==> config.mk <==
export PLATFORM = sky130hd
export DESIGN_NAME = serial_add_ctrl
export DESIGN_NICKNAME = d
export VERILOG_FILES = /design/src/rtl/serial_add_pkg.sv /design/src/rtl/ha_cell.sv /design/src/rtl/serial_add_ctrl.sv
export SDC_FILE = /design/constraint.sdc
export NUM_CORES = 1
export LEC_CHECK = 0
export CAP_MARGIN = 10
export CORE_ASPECT_RATIO = 0.75
export CORE_MARGIN = 4
export CORE_UTILIZATION = 51
export CTS_BUF_LIST = sky130_fd_sc_hd__clkbuf_2
export DETAILED_ROUTE_END_ITERATION = 8
export GPL_ROUTABILITY_DRIVEN = 0
export GPL_TIMING_DRIVEN = 0
export PLACE_DENSITY = 0.81
export SLEW_MARGIN = 0
export SYNTH_ARGS = -nofsm -noshare
export SYNTH_HDL_FRONTEND = slang
export SYNTH_SLANG_ARGS = --single-unit
==> constraint.sdc <==
create_clock -name CLK -period 1.7 [get_ports CLK]
set_input_delay 0.255 -clock CLK [delete_from_list [all_inputs] [get_ports CLK]]
set_output_delay 0.255 -clock CLK [all_outputs]
set_load 0.01 [all_outputs]
==> src/rtl/serial_add_pkg.sv <==
// Shared types and constants for the bit-serial adder controller.
package serial_add_pkg;

  localparam int unsigned DEFAULT_WIDTH = 8;

  typedef enum logic [1:0] {
    IDLE = 2'd0,
    RUN  = 2'd1,
    FIN  = 2'd2
  } sa_state_t;

endpackage

==> src/rtl/ha_cell.sv <==
// Combinational half adder; two of these plus an OR form the serial full adder.
module ha_cell (
  input  logic X,
  input  logic Y,
  output logic S,
  output logic C
);

  assign S = X ^ Y;
  assign C = X & Y;

endmodule

==> src/rtl/serial_add_ctrl.sv <==
// Bit-serial adder controller: one full-adder cell swept LSB-first over WIDTH bits.
// Optional subtract mode (SUB port) is built when SERIAL_ADD_SUB_EN is defined.
module serial_add_ctrl
  import serial_add_pkg::*;
#(
  parameter int unsigned WIDTH = DEFAULT_WIDTH
) (
  input  logic             CLK,
  input  logic             RST,
  input  logic             START,
  input  logic [WIDTH-1:0] A,
  input  logic [WIDTH-1:0] B,
`ifdef SERIAL_ADD_SUB_EN
  input  logic             SUB,
`endif
  output logic             BUSY,
  output logic             DONE,
  output logic [WIDTH-1:0] SUM,
  output logic             COUT
);

  localparam int unsigned CW = (WIDTH > 1) ? $clog2(WIDTH) : 1;
  localparam logic [CW-1:0] LAST = CW'(WIDTH - 1);

  sa_state_t        state, state_nxt;
  logic [WIDTH-1:0] opa, opb, res, res_nxt;
  logic [CW-1:0]    cnt;
  logic             carry;
  logic             load, step, finish;
  logic             sub_sel;
  logic             ha0_s, ha0_c, ha1_c;
  logic             fa_s, fa_c;

`ifdef SERIAL_ADD_SUB_EN
  assign sub_sel = SUB;
`else
  assign sub_sel = 1'b0;
`endif

  // Full adder on the current LSBs: (a ^ b) first, then fold in the carry.
  ha_cell u_ha0 (
    .X (opa[0]),
    .Y (opb[0]),
    .S (ha0_s),
    .C (ha0_c)
  );

  ha_cell u_ha1 (
    .X (ha0_s),
    .Y (carry),
    .S (fa_s),
    .C (ha1_c)
  );

  assign fa_c = ha0_c | ha1_c;

  // New sum bit enters at the MSB so the LSB-first stream lands in order.
  assign res_nxt = (res >> 1) | (WIDTH'(fa_s) << (WIDTH - 1));

  always_ff @(posedge CLK) begin
    if (RST) begin
      state <= IDLE;
    end else begin
      state <= state_nxt;
    end
  end

  always_comb begin
    state_nxt = state;
    load      = 1'b0;
    step      = 1'b0;
    finish    = 1'b0;
    unique case (state)
      IDLE: begin
        if (START) begin
          load      = 1'b1;
          state_nxt = RUN;
        end
      end
      RUN: begin
        step = 1'b1;
        if (cnt == LAST) begin
          finish    = 1'b1;
          state_nxt = FIN;
        end
      end
      FIN: begin
        state_nxt = IDLE;
      end
      default: begin
        state_nxt = IDLE;
      end
    endcase
  end

  // Status flags registered from the next state so they align with the state register.
  always_ff @(posedge CLK) begin
    if (RST) begin
      BUSY <= 1'b0;
      DONE <= 1'b0;
    end else begin
      BUSY <= (state_nxt != IDLE);
      DONE <= (state_nxt == FIN);
    end
  end

  // Operand shifters, carry, counter and result registers.
  always_ff @(posedge CLK) begin
    if (RST) begin
      opa   <= '0;
      opb   <= '0;
      res   <= '0;
      cnt   <= '0;
      carry <= 1'b0;
      SUM   <= '0;
      COUT  <= 1'b0;
    end else if (load) begin
      opa   <= A;
      opb   <= sub_sel ? ~B : B;
      carry <= sub_sel;
      cnt   <= '0;
    end else if (step) begin
      opa   <= opa >> 1;
      opb   <= opb >> 1;
      carry <= fa_c;
      cnt   <= cnt + CW'(1);
      res   <= res_nxt;
      if (finish) begin
        SUM  <= res_nxt;
        COUT <= fa_c;
      end
    end
  end

endmodule

After elaboration in Yosys (flattened, before gate mapping)
Index checks and enable logic that the tools add are counted.

operators by class
  add/sub/neg operators = 1
  reduce and logical (&&, ||, !) cells = 6
  muxes and demuxes = 12
  $lt $le $gt $ge = 0
  equal/unequal tests = 3
  $mul = 0
  bitwise operators = 7
  shift operators = 0
  divide/modulo/power cells = 0

operator list
  cell                   number
  $mux W8                4
  $or A7 B8 Y8           1
  $mux W1                5
  $mux W2                2
  $pmux W2 S2            1
  $reduce_bool A2 Y1     2
  $add A3 B1 Y3 const B  1
  $eq A3 B3 Y1 const B   1
  $reduce_and A3 Y1      1
  $and A1 B1 Y1          2
  $eq A2 B1 Y1 const B   1
  $eq A2 B2 Y1 const B   1
  $logic_not A2 Y1       1
  $reduce_and A2 Y1      1
  $reduce_or A2 Y1       1
  $xor A1 B1 Y1          2
  $not A1 Y1             1
  $or A1 B1 Y1           1

storage, ports and cells
  output and inout bits = 11
  input bits = 19
  ROM bits = 0
  memory bits (writable) = 0
  flip-flop bits (word level) = 41
  memories kept = 0
  bits in latches = 0
  word-level logic and storage cells = 39

Depth between registers and ports, before layout
Gate-level depths: netlist of the first run.

  depth after elaboration = 4
  gate-level depth with buffers = 6
  gate-level depth less buffers = 5

By module
A second synthesis of the first run with hierarchy kept.

second synthesis, totals
  cell total of the unflattened synthesis = 169
  area total of the unflattened synthesis = 1581.5 um2

by module, submodules not included
  module           area an instance (um2)  times used  cells each  sequential area each (um2)
  serial_add_ctrl  1556.5                  1           167         800.8
  ha_cell          12.5                    2           1           0.0

Worst setup path after synthesis of the first run
OpenSTA, ideal clock, no wires.

  path kind = reg2reg
  from = register cnt[0]
  to = register SUM[1]
  setup slack = 0.405 ns
  library setup time = 0.071 ns
  data required time = 1.629 ns
  arrival = 1.224 ns
  cell stages (with the launch flop) = 7
  cell sequence = dfxtp_1 ha_1 ha_1 nand3b_1 clkbuf_1 nand2_1 a21oi_1

between the ends
  longest elaborated chain between the ends = 4

RTL lines
  what                         line                    text
  from (decl)                  serial_add_ctrl.sv:27   logic [CW-1:0] cnt;
  from (signal assigned)       serial_add_ctrl.sv:126  cnt <= cnt + CW'(1);
  $eq A3 B3 Y1                 serial_add_ctrl.sv:82   if (cnt == LAST) begin
  $mux W1                      serial_add_ctrl.sv:82
  $mux W1                      serial_add_ctrl.sv:73   unique case (state)
  $reduce_and A3 Y1 (no line)  -
  to (signal assigned)         serial_add_ctrl.sv:129  SUM <= res_nxt;
  to (decl)                    serial_add_ctrl.sv:18   output logic [WIDTH-1:0] SUM,

Every way passes these cells.
A chain may end at the register's enable or synchronous reset.

Worst setup path in the final report of the first run
  from = register SUM[1]
  to = output SUM[1]

No word-level cell between the ends.

==> results of run 1 <==
-- registers in the layout (all words and copies together), names as in the netlist --
name / cells
cnt: 3
SUM: 8
carry: 1
opa: 8
DONE: 1
opb: 8
COUT: 1
res: 7
state: 2
BUSY: 1
-- through the flow --
step	util	TNS, ns	power [mW]
after global routing	0.659	0	1.69
after global placement	0.645	-0.104	1.22
after detailed placement	0.645	-0.292	1.23
final	0.659	0	1.60
after floorplan	-	0	1.15
after CTS	0.659	0	1.61
-- cell usage after synthesis (all sizes together), types with 3 or more instances --
cell,number,share of area
inv,14,0.034
nand2,24,0.058
mux2i,3,0.019
nor2,8,0.019
nand3,9,0.029
buf,6,0.032
a21oi,30,0.096
clkbuf,6,0.014
o221a,14,0.10
nor3,4,0.016
dfxtp,40,0.51
-- layout make-up --
| cell class | instances | area [um^2] | area share |
|---|---|---|---|
| buffer | 12 | 72.6 | 0.0375 |
| clock buffer | 7 | 35.0 | 0.0181 |
| clock inverter | 1 | 3.75 | 0.00194 |
| inverter | 14 | 52.6 | 0.0272 |
| multi-input combinational | 104 | 641 | 0.331 |
| sequential | 40 | 801 | 0.414 |
| tap | 38 | 47.5 | 0.0246 |
| timing repair buffer | 28 | 280 | 0.145 |
-- cell families after synthesis --
logic type               after synthesis  synth area share
adder cells (fa/ha/maj)                3            0.0288
XOR/XNOR                               1           0.00559
AO/OA/AOI/OAI                         48             0.216
flip-flops                            40             0.511
buffers and inverters                 26            0.0799
multiplexers                           3            0.0192
AND/OR/NAND/NOR                       49             0.140
-- per-layer routing --
layer  part of all wire  vias to the layer above
li1                   -                      657
met1               0.47                      627
met2               0.47                       21
met3              0.044                        7
met4              0.016                        0
met5                  0                        -
-- worst min path at each step --
stage / start / endpoint / slack [ns] / cells past startpoint
floorplan: A[7] / opa[7] / 0.40 / 2
global placement: res[1] / res[1] / 0.44 / 2
detailed placement: res[1] / res[1] / 0.45 / 2
CTS: RST / opb[7] / 0.22 / 2
global route: RST / BUSY / 0.21 / 2
finish: RST / BUSY / 0.23 / 2
-- where the power goes --
group          internal (mW)  switching, mW
clock network          0.110          0.278
registers              0.980         0.0272
logic                  0.110         0.0961
total                   1.20          0.401
==> metrics.json, run 1 <==
{
  "cp_cell_sequence": {"value": "clkdlybuf4s50_1"},
  "gr-usage-met3": {"value": 0.0560},
  "design.die.area": {"value": 4030, "unit": "um^2"},
  "stdcell_area": {"value": 1930, "unit": "um^2"},
  "setup-violations-final": {"value": 0},
  "hold_viol": {"value": 0},
  "holdCritPathClass": {"value": "input port to flop"},
  "worstReg2RegStart": {"value": "cnt[0]"},
  "cts_tree": {"value": "done"},
  "run_status": {"value": "finished, final reports clean"},
  "number_of_unique_standard_cell_types_used_by_synthesis": {"value": 24},
  "antenna_found_initial": {"value": 0},
  "transition_at_the_pin_with_the_smallest_max_transition_slack": {"value": 0.795, "unit": "ns"},
  "htreeDepth": {"value": 2},
  "dp_hpwl": {"value": 2490, "unit": "um"},
  "critical_path_class": {"value": "flop to primary output"},
  "cts_root_buffer": {"value": "sky130_fd_sc_hd__clkbuf_2"},
  "layout_cell_share_with_drive_strength_beyond_1": {"value": 0.136},
  "net_count_after_synthesis": {"value": 192},
  "finalCritPeriodShare": {"value": 0.906},
  "endpoint": {"value": "SUM[1]"},
  "r2r_slack": {"value": 0.17, "unit": "ns"},
  "leakagePower": {"value": 0.721, "unit": "nW"},
  "met2_usage": {"value": 0.287},
  "post_cts.resized_instances": {"value": 0},
  "via_count_of_the_first_global_routing_pass": {"value": 1289},
  "reg2reg_depth": {"value": 6},
  "timing.critical_path.buf_inv": {"value": 1},
  "worst-path-stages": {"value": 1},
  "critical_path_arrival": {"value": 1.29, "unit": "ns"},
  "synth-edff-count": {"value": 0},
  "floorplan.initialDensity": {"value": 0.534},
  "worst_slew_margin_rel": {"value": 0.469},
  "cp_data_required_time": {"value": 1.44, "unit": "ns"},
  "dp.cells": {"value": 236},
  "globalRoute.totalOverflow": {"value": 0},
  "final_antenna_net_count": {"value": 0},
  "cellPowerDensity": {"value": 828, "unit": "nW/um^2"},
  "async_flop_share": {"value": 0},
  "crit_path_max_fanout": {"value": 2},
  "floorplan.core_area": {"value": 2940, "unit": "um^2"},
  "ys_seq_area_frac": {"value": 0.511},
  "finalWorstPathRequiredPeriod": {"value": 1.54, "unit": "ns"},
  "drv_cap": {"value": 0},
  "place_ws": {"value": -0.0989, "unit": "ns"},
  "dpl_cell_area": {"value": 1890, "unit": "um^2"},
  "postSynthRegisterBits": {"value": 40},
  "routed_wirelength": {"value": 3330, "unit": "um"},
  "layout_commonest_cell": {"value": "sky130_fd_sc_hd__dfxtp_1"},
  "busiest_layer": {"value": "met2"},
  "crit_path_start": {"value": "SUM[1]"},
  "clock_input_transition_at_the_sequential_cells_of_the_worst_setup_and_hold_paths": {"value": 0.18, "unit": "ns"},
  "grt_setup_unrepaired": {"value": "no"},
  "global_route.usage.total": {"value": 0.179},
  "nNetsFinal": {"value": 227},
  "pin_count_of_the_biggest_net_entering_global_routing": {"value": 12},
  "synth_warnings": {"value": 0},
  "max-vdd-ir-drop": {"value": 0.439, "unit": "mV"},
  "setup.worst_path.start_class": {"value": "flop"},
  "pin_count": {"value": 30},
  "drt_iter0_markers": {"value": 90},
  "drtPass1Iterations": {"value": 4},
  "antenna_diodes": {"value": 0},
  "grt_util_met1": {"value": 0.222},
  "endpoint_kind": {"value": "primary output"},
  "cp_slowest_stage_delay": {"value": 0.54, "unit": "ns"},
  "cts.repair_timing.setup_buffer_count": {"value": 0},
  "holdBufCountCts": {"value": 0},
  "setup_slack": {"value": 0.159, "unit": "ns"},
  "route.detailed.wl_per_inst": {"value": 13.7, "unit": "um"},
  "routed_via_density": {"value": 5.38},
  "flow.area_growth_from_synthesis": {"value": 23.4, "unit": "%"},
  "syn-mean-instance-area": {"value": 9.21, "unit": "um^2"},
  "floorplan.die.width": {"value": 72.0, "unit": "um"},
  "dominantRegCellSynth": {"value": "sky130_fd_sc_hd__dfxtp_1"},
  "clock_insertion_delay_at_the_later_pin_of_the_skew_report": {"value": 0.37, "unit": "ns"},
  "clock-sinks": {"value": 40},
  "final_cells": {"value": 244},
  "skew": {"value": 0.00924, "unit": "ns"},
  "placement.io_buffers": {"value": 28},
  "critical_path.reg2reg.endpoint": {"value": "SUM[1]"},
  "highest_attainable_clock_frequency": {"value": 649, "unit": "MHz"},
  "vias": {"value": 1312},
  "critical-path-top-delay-family": {"value": "buffers and inverters"},
  "cts_buffers": {"value": 5},
  "mappedNetlistArea": {"value": 1570, "unit": "um^2"},
  "cts-root-to-sink-buffers": {"value": 2},
  "grt_first_pass_wirelength": {"value": 5620, "unit": "um"},
  "postSynthCellCount": {"value": 170},
  "layout.cells.most_common_list": {"value": "sky130_fd_sc_hd__dfxtp_1, sky130_fd_sc_hd__a21oi_1, sky130_fd_sc_hd__clkdlybuf4s50_1, sky130_fd_sc_hd__nand2_1"},
  "drt_drc_violations_left": {"value": 0},
  "nFillCells": {"value": 243},
  "slew_viol_final": {"value": 0},
  "critical_path.slowest_cell": {"value": "sky130_fd_sc_hd__clkdlybuf4s50_1"},
  "hold-worst-slack": {"value": 0.234, "unit": "ns"},
  "row_count": {"value": 17},
  "die_height": {"value": 56.0, "unit": "um"}
}
No activity file was read; power rests on OpenSTA's default activity.
==> run 2: changes to the inputs <==
CAP_MARGIN = 40   (was 10)
==> results of run 2 <==
The final DEF is identical to that of run 1; final timing and power are the same.
==> run 3: changes to the inputs <==
clock period = 1.9 ns   (was 1.7 ns; I/O delays follow)
==> results of run 3 <==
Same layout as run 1 (identical final DEF). Status: finished, final reports clean.
Among the figures that moved: setup slack after placement -0.0989 ns -> 0.0711 ns; setup slack after layout 0.159 ns -> 0.329 ns; hold slack 0.234 ns -> 0.264 ns; register-to-register setup slack 0.17 ns -> 0.37 ns; total power 1.60 mW -> 1.43 mW; worst IR drop on VDD 0.439 mV -> 0.392 mV
